<file path="src/rtl/meduram_pkg.sv">
// Shared definitions for the multi-port RAM core: read status bit positions and status type.
package meduram_pkg;

    localparam int unsigned RDST_COLL = 0;
    localparam int unsigned RDST_UNWR = 1;

    typedef logic [1:0] rd_status_t;

endpackage

</file>
<file path="src/rtl/meduram_rr_arbiter.sv">
// Round-robin grant for one same-address write group: first requester at or after the
// one-hot pointer wins. Purely combinational; the pointer is owned by the core.
module meduram_rr_arbiter
    import meduram_pkg::*;
#(
    parameter int unsigned NB_WR = 2
) (
    input  logic [NB_WR-1:0] req_i,
    input  logic [NB_WR-1:0] ptr_i,
    output logic [NB_WR-1:0] gnt_o
);

    localparam logic [NB_WR-1:0] One = NB_WR'(1);

    logic [NB_WR-1:0] mask;
    logic [NB_WR-1:0] req_hi;
    logic [NB_WR-1:0] pick;

    // Bits at or above the pointer; wrap to the full request vector if none are set there.
    always_comb begin
        mask   = ~(ptr_i - One);
        req_hi = req_i & mask;
        pick   = (req_hi != '0) ? req_hi : req_i;
        gnt_o  = pick & (~pick + One);
    end

endmodule

</file>
<file path="src/rtl/meduram_mp_core.sv">
// NB_WR-writer / NB_RD-reader RAM core with round-robin same-address write arbitration.
// Define MEDURAM_WR_BYPASS_EN to forward a committing write's data to same-cycle readers.
module meduram_mp_core
    import meduram_pkg::*;
#(
    parameter int unsigned ADDR_WIDTH = 3,
    parameter int unsigned RAM_DEPTH  = 2 ** ADDR_WIDTH,
    parameter int unsigned DATA_WIDTH = 8,
    parameter int unsigned NB_WR      = 2,
    parameter int unsigned NB_RD      = 2
) (
    input  logic                        aclk_i,
    input  logic                        srst_i,
    input  logic [NB_WR-1:0]            wren_i,
    input  logic [NB_WR*ADDR_WIDTH-1:0] wraddr_i,
    input  logic [NB_WR*DATA_WIDTH-1:0] wrdata_i,
    output logic [NB_WR-1:0]            wrdone_o,
    output logic [NB_WR-1:0]            wrcoll_o,
    input  logic [NB_RD-1:0]            rden_i,
    input  logic [NB_RD*ADDR_WIDTH-1:0] rdaddr_i,
    output logic [NB_RD-1:0]            rdvalid_o,
    output logic [NB_RD*DATA_WIDTH-1:0] rddata_o,
    output logic [NB_RD*2-1:0]          rdstatus_o
);

    localparam logic [ADDR_WIDTH:0] DepthW = (ADDR_WIDTH + 1)'(RAM_DEPTH);
    localparam logic [NB_WR-1:0]    One    = NB_WR'(1);

    logic [DATA_WIDTH-1:0] mem_q [RAM_DEPTH];
    logic [RAM_DEPTH-1:0]  valid_q;
    logic [NB_WR-1:0]      rr_ptr_q, rr_ptr_d;

    logic [NB_WR-1:0]            wrdone_q, wrcoll_q;
    logic [NB_RD-1:0]            rdvalid_q;
    logic [NB_RD*DATA_WIDTH-1:0] rddata_q, rddata_d;
    logic [NB_RD*2-1:0]          rdstatus_q, rdstatus_d;

    logic [ADDR_WIDTH-1:0] wa [NB_WR];
    logic [DATA_WIDTH-1:0] wd [NB_WR];
    logic [ADDR_WIDTH-1:0] ra [NB_RD];
    logic [NB_WR-1:0]      wr_ok;
    logic [NB_WR-1:0]      grp_req [NB_WR];
    logic [NB_WR-1:0]      grp_gnt [NB_WR];
    logic [NB_WR-1:0]      commit, lost;
    logic                  rr_adv;
    int unsigned           win_idx;
    rd_status_t            st [NB_RD];
    logic [NB_RD-1:0]      rd_hit;
`ifdef MEDURAM_WR_BYPASS_EN
    logic [DATA_WIDTH-1:0] rd_byp [NB_RD];
`endif

    // Requests are qualified here so srst and out-of-range writes never reach arbitration.
    always_comb begin
        for (int unsigned i = 0; i < NB_WR; i++) begin
            wa[i]    = wraddr_i[i*ADDR_WIDTH +: ADDR_WIDTH];
            wd[i]    = wrdata_i[i*DATA_WIDTH +: DATA_WIDTH];
            wr_ok[i] = !srst_i && wren_i[i] && ({1'b0, wa[i]} < DepthW);
        end
        for (int unsigned i = 0; i < NB_WR; i++) begin
            grp_req[i] = '0;
            for (int unsigned j = 0; j < NB_WR; j++) begin
                grp_req[i][j] = wr_ok[i] && wr_ok[j] && (wa[j] == wa[i]);
            end
        end
        for (int unsigned r = 0; r < NB_RD; r++) begin
            ra[r] = rdaddr_i[r*ADDR_WIDTH +: ADDR_WIDTH];
        end
    end

    for (genvar i = 0; i < NB_WR; i++) begin : g_arb
        meduram_rr_arbiter #(
            .NB_WR(NB_WR)
        ) u_arb (
            .req_i(grp_req[i]),
            .ptr_i(rr_ptr_q),
            .gnt_o(grp_gnt[i])
        );
    end

    // Pointer moves only when a group had more than one requester, past the highest such winner.
    always_comb begin
        rr_adv  = 1'b0;
        win_idx = 0;
        for (int unsigned i = 0; i < NB_WR; i++) begin
            commit[i] = grp_gnt[i][i];
            lost[i]   = wr_ok[i] && !grp_gnt[i][i];
            if (commit[i] && ((grp_req[i] & ~(One << i)) != '0)) begin
                rr_adv  = 1'b1;
                win_idx = i;
            end
        end
        rr_ptr_d = rr_ptr_q;
        if (rr_adv) begin
            rr_ptr_d = (win_idx == NB_WR - 1) ? One : (One << (win_idx + 1));
        end
    end

    always_comb begin
        rddata_d   = '0;
        rdstatus_d = '0;
        for (int unsigned r = 0; r < NB_RD; r++) begin
            st[r]     = '0;
            rd_hit[r] = 1'b0;
`ifdef MEDURAM_WR_BYPASS_EN
            rd_byp[r] = '0;
`endif
            if (rden_i[r]) begin
                if ({1'b0, ra[r]} < DepthW) begin
                    for (int unsigned j = 0; j < NB_WR; j++) begin
                        if (commit[j] && (wa[j] == ra[r])) begin
                            rd_hit[r] = 1'b1;
`ifdef MEDURAM_WR_BYPASS_EN
                            rd_byp[r] = wd[j];
`endif
                        end
                    end
                    rddata_d[r*DATA_WIDTH +: DATA_WIDTH] = mem_q[ra[r]];
                    st[r][RDST_UNWR] = !valid_q[ra[r]];
                    st[r][RDST_COLL] = rd_hit[r];
`ifdef MEDURAM_WR_BYPASS_EN
                    if (rd_hit[r]) begin
                        rddata_d[r*DATA_WIDTH +: DATA_WIDTH] = rd_byp[r];
                        st[r][RDST_UNWR] = 1'b0;
                    end
`endif
                end else begin
                    st[r][RDST_UNWR] = 1'b1;
                end
            end
            rdstatus_d[r*2 +: 2] = st[r];
        end
    end

    always_ff @(posedge aclk_i) begin
        if (srst_i) begin
            valid_q    <= '0;
            rr_ptr_q   <= One;
            wrdone_q   <= '0;
            wrcoll_q   <= '0;
            rdvalid_q  <= '0;
            rddata_q   <= '0;
            rdstatus_q <= '0;
        end else begin
            for (int unsigned i = 0; i < NB_WR; i++) begin
                if (commit[i]) valid_q[wa[i]] <= 1'b1;
            end
            rr_ptr_q   <= rr_ptr_d;
            wrdone_q   <= commit;
            wrcoll_q   <= lost;
            rdvalid_q  <= rden_i;
            rddata_q   <= rddata_d;
            rdstatus_q <= rdstatus_d;
        end
    end

    // Storage array carries no reset; commit is already gated by srst.
    always_ff @(posedge aclk_i) begin
        for (int unsigned i = 0; i < NB_WR; i++) begin
            if (commit[i]) mem_q[wa[i]] <= wd[i];
        end
    end

    assign wrdone_o   = wrdone_q;
    assign wrcoll_o   = wrcoll_q;
    assign rdvalid_o  = rdvalid_q;
    assign rddata_o   = rddata_q;
    assign rdstatus_o = rdstatus_q;

endmodule

</file>
<file path="config.mk">
export PLATFORM = sky130hd
export DESIGN_NAME = meduram_mp_core
export DESIGN_NICKNAME = d
export VERILOG_FILES = /design/src/rtl/meduram_pkg.sv /design/src/rtl/meduram_rr_arbiter.sv /design/src/rtl/meduram_mp_core.sv
export SDC_FILE = /design/constraint.sdc
export NUM_CORES = 1
export LEC_CHECK = 0
export ABC_AREA = 1
export BUFFER_PORTS_ARGS = -buffer_cell sky130_fd_sc_hd__buf_2
export CORE_MARGIN = 1.5
export CORE_UTILIZATION = 35
export DETAILED_ROUTE_END_ITERATION = 6
export GPL_TIMING_DRIVEN = 0
export PLACE_DENSITY = 0.52
export SLEW_MARGIN = 25
export SYNTH_ARGS = -nofsm -noshare
export SYNTH_HDL_FRONTEND = slang
export SYNTH_SLANG_ARGS = --single-unit
</file>
<file path="constraint.sdc">
create_clock -name aclk_i -period 1.9 [get_ports aclk_i]
set_clock_uncertainty 0.1 [all_clocks]
set_input_delay 0.19 -clock aclk_i [delete_from_list [all_inputs] [get_ports aclk_i]]
set_output_delay 0.19 -clock aclk_i [all_outputs]
set_load 0.005 [all_outputs]
</file>
==> reports/results.ini <==
[drt]
highest_layer = met4
first_pass_iters = 5
vias = 5127
wl_per_cell_um = 20.2
wirelength_um = 19700
viasPerCell = 5.26
drc = 0
dr_wl_met3_um = 1300
routedLengthMet1_um = 9010
drt_iter0_markers = 546
dr_wl_met2_um = 8740
detail-route-antenna-nets = 0

[timing]
rsz0062_at_grt = false
setup_viol = 0
final_max_slew_viol_count = 0
clock.fmax_mhz = 551
hold_slack_ns = 0.0819
min_period_over_period_pct = 95.5
worst_pin_slew_ns = 0.685
hold_viol = 0
period_minus_slack_ns = 1.81
setup_slack_ns = 0.0858
maxSlewHeadroom_pct = 54.2

[yosys]
synth_common_cells = o21ai_0, nand2_1, edfxtp_1
synth_top_area_share_pct = 34.3
synthesis.instances = 687
yosysUniqueCellTypes = 31
seq_area_frac_synth_pct = 47.2
syn_area_mm2 = 0.00560
yosysMostFrequentCell = o21ai_0
ys_top_cells_by_area = edfxtp_1, dfxtp_1, o21ai_0, nand2_1, a21oi_1
synth.largest_area_cell = edfxtp_1
synth_edf_count = 64
synth_seq_cells = 100
synthArstFlopShare_pct = 0
yosysWarnings = 0
syn_nets = 721
syn_area_per_cell_um2 = 8.15
ys.flop_type = edfxtp_1

[worst_setup_path]
slowest_delay_ns = 0.32
r2r-end = mem_q[2][3]
crit-reg2reg-launch = rr_ptr_q[1]
ff2ff_setup_slack_ns = 0.09
r2r_cells = 8
endpoint_kind = register
crit_path_start = rr_ptr_q[1]
crit_chain = inv_1, nor2_1, inv_1, nand3_4, buf_12, nand3_4, buf_8, nand2_4
critPathMaxFanout = 10
cp-start-kind = register
arrival_ns = 1.79
cp_slowest_cell = dfxtp_1
endpoint = mem_q[2][3]
setup.worst_path.class = reg2reg
crit_required_ns = 1.87

[cells_and_area]
area_growth_pct = 16.7
drive_gt1_share_pct = 18.7
fillCellCount = 1669
final_util_pct = 41.4
fin_cells = 974
antennaDiodeCount = 0
fin_nets = 787

[global_route]
overflow = 0
grt_pass1_wl_um = 28600
first_global_vias = 4764
grt_max_degree = 19
track_usage_pct = 23.8
antenna_found_initial = 0

[min_path]
hold_path_class = in2reg

[outcome]
status = finished, final reports clean

[cts]
clock_sinks = 100
path_clk_slew_ns = 0.08
cts_tree = yes
h-tree-depth = 3
insertion_delay_ns = 0.36
cts_buffers = 9
clockBufferDepth = 2
clockRootBuffer = clkbuf_16

[floorplan]
fp.coreArea_mm2 = 0.0158
fp-row-count = 46
die_x_um = 129
io_pins = 60
die_area_mm2 = 0.0168
die_y_um = 129
start_util_pct = 35.5

[place]
place_inst = 947
place_congestion = 0.984
post-place-ws_ns = -0.203
io_buffers = 44
dpl.hpwl_um = 14600

[job]
drv_cap = 0

[power_and_ir_drop]
ir_worst_vdd_mv = 0.424
cellPowerDensity_mw_per_mm2 = 761
leakage_uw = 0.00274

critical path: cells and delay by family, from the launching register on:
kind	cells	cell delay (ns)
simple gates	4	0.56
buf+inv	4	0.54
flops	1	0.32
final cells by class:
class	instances	area (um^2)	area share, %
buffer	50	360	5.51
clock buffer	9	225	3.45
clock inverter	7	60.1	0.919
inverter	63	244	3.73
multi-input combinational	474	2420	37.0
sequential	100	2640	40.4
tap	216	270	4.14
timing repair buffer	55	314	4.81
flip-flops by register name, indices dropped and copies added, names as in the netlist:
name	flops
mem_q	64
rddata_o	16
rdstatus_o	4
rdvalid_o	2
rr_ptr_q	2
valid_q	8
wrcoll_o	2
wrdone_o	2
stage by stage:
step,cell area (um^2),total power (uW),TNS (ns)
6_report,6540,4980,0
5_1_grt,6540,5140,0
4_1_cts,6450,4970,-0.0814
3_5_place_dp,6090,3180,-9.04
3_3_place_gp,6090,3170,-7.52
2_1_floorplan,5600,2920,0
how the worst min path moves through the flow:
stage,startpoint,endpoint,slack [ns],depth (start not counted)
finish,wrdata_i[4],mem_q[5][4],0.08,3
detailed placement,srst_i,rr_ptr_q[1],0.35,2
CTS,wrdata_i[4],mem_q[5][4],0.07,3
global placement,srst_i,rr_ptr_q[1],0.34,2
global route,wrdata_i[4],mem_q[5][4],0.08,3
floorplan,srst_i,rr_ptr_q[1],0.17,1
logic make-up after synthesis:
logic type / after synthesis / share of synthesized area (%)
simple gates: 238 / 19.6
buf+inv: 113 / 10.8
xor+xnor: 3 / 0.469
flops: 100 / 47.2
compound gates: 233 / 21.9
cell usage in the layout (no fill, tap or decap), types with 8 or more instances in the layout:
master and instances:
edfxtp_1 64, clkbuf_1 23, nand2_1 118, buf_6 11, nand3_4 9, buf_4 8, o21ai_1 29, nor3_1 18
nand3_1 22, inv_1 53, nand2_2 9, o21ai_2 16, buf_2 47, clkbuf_16 9, a21oi_1 46, nor2_1 50
o21ai_0 141, dfxtp_1 36
metal layers:
metal  GRT usage [%]  up-vias
li1                -     2465
met1            33.1     2418
met2            36.6      212
met3            3.30       32
met4            11.7        0
met5               0        -
power by group:
part / internal (uW) / leakage, uW / switching (uW) / total (uW)
combinational: 227 / 0.00172 / 481 / 708
sequential: 2410 / 0.000874 / 43.2 / 2450
clock: 910 / 0.000142 / 908 / 1820
repair_timing:
action	4_1_cts	5_1_grt
endpoints found under the hold margin	3	0
setup endpoints to repair	64	67
pin swaps	0	1
hold buffers	3	0
setup buffers	1	7
gates resized for setup	9	8
(Power assumes the default switching activity.)
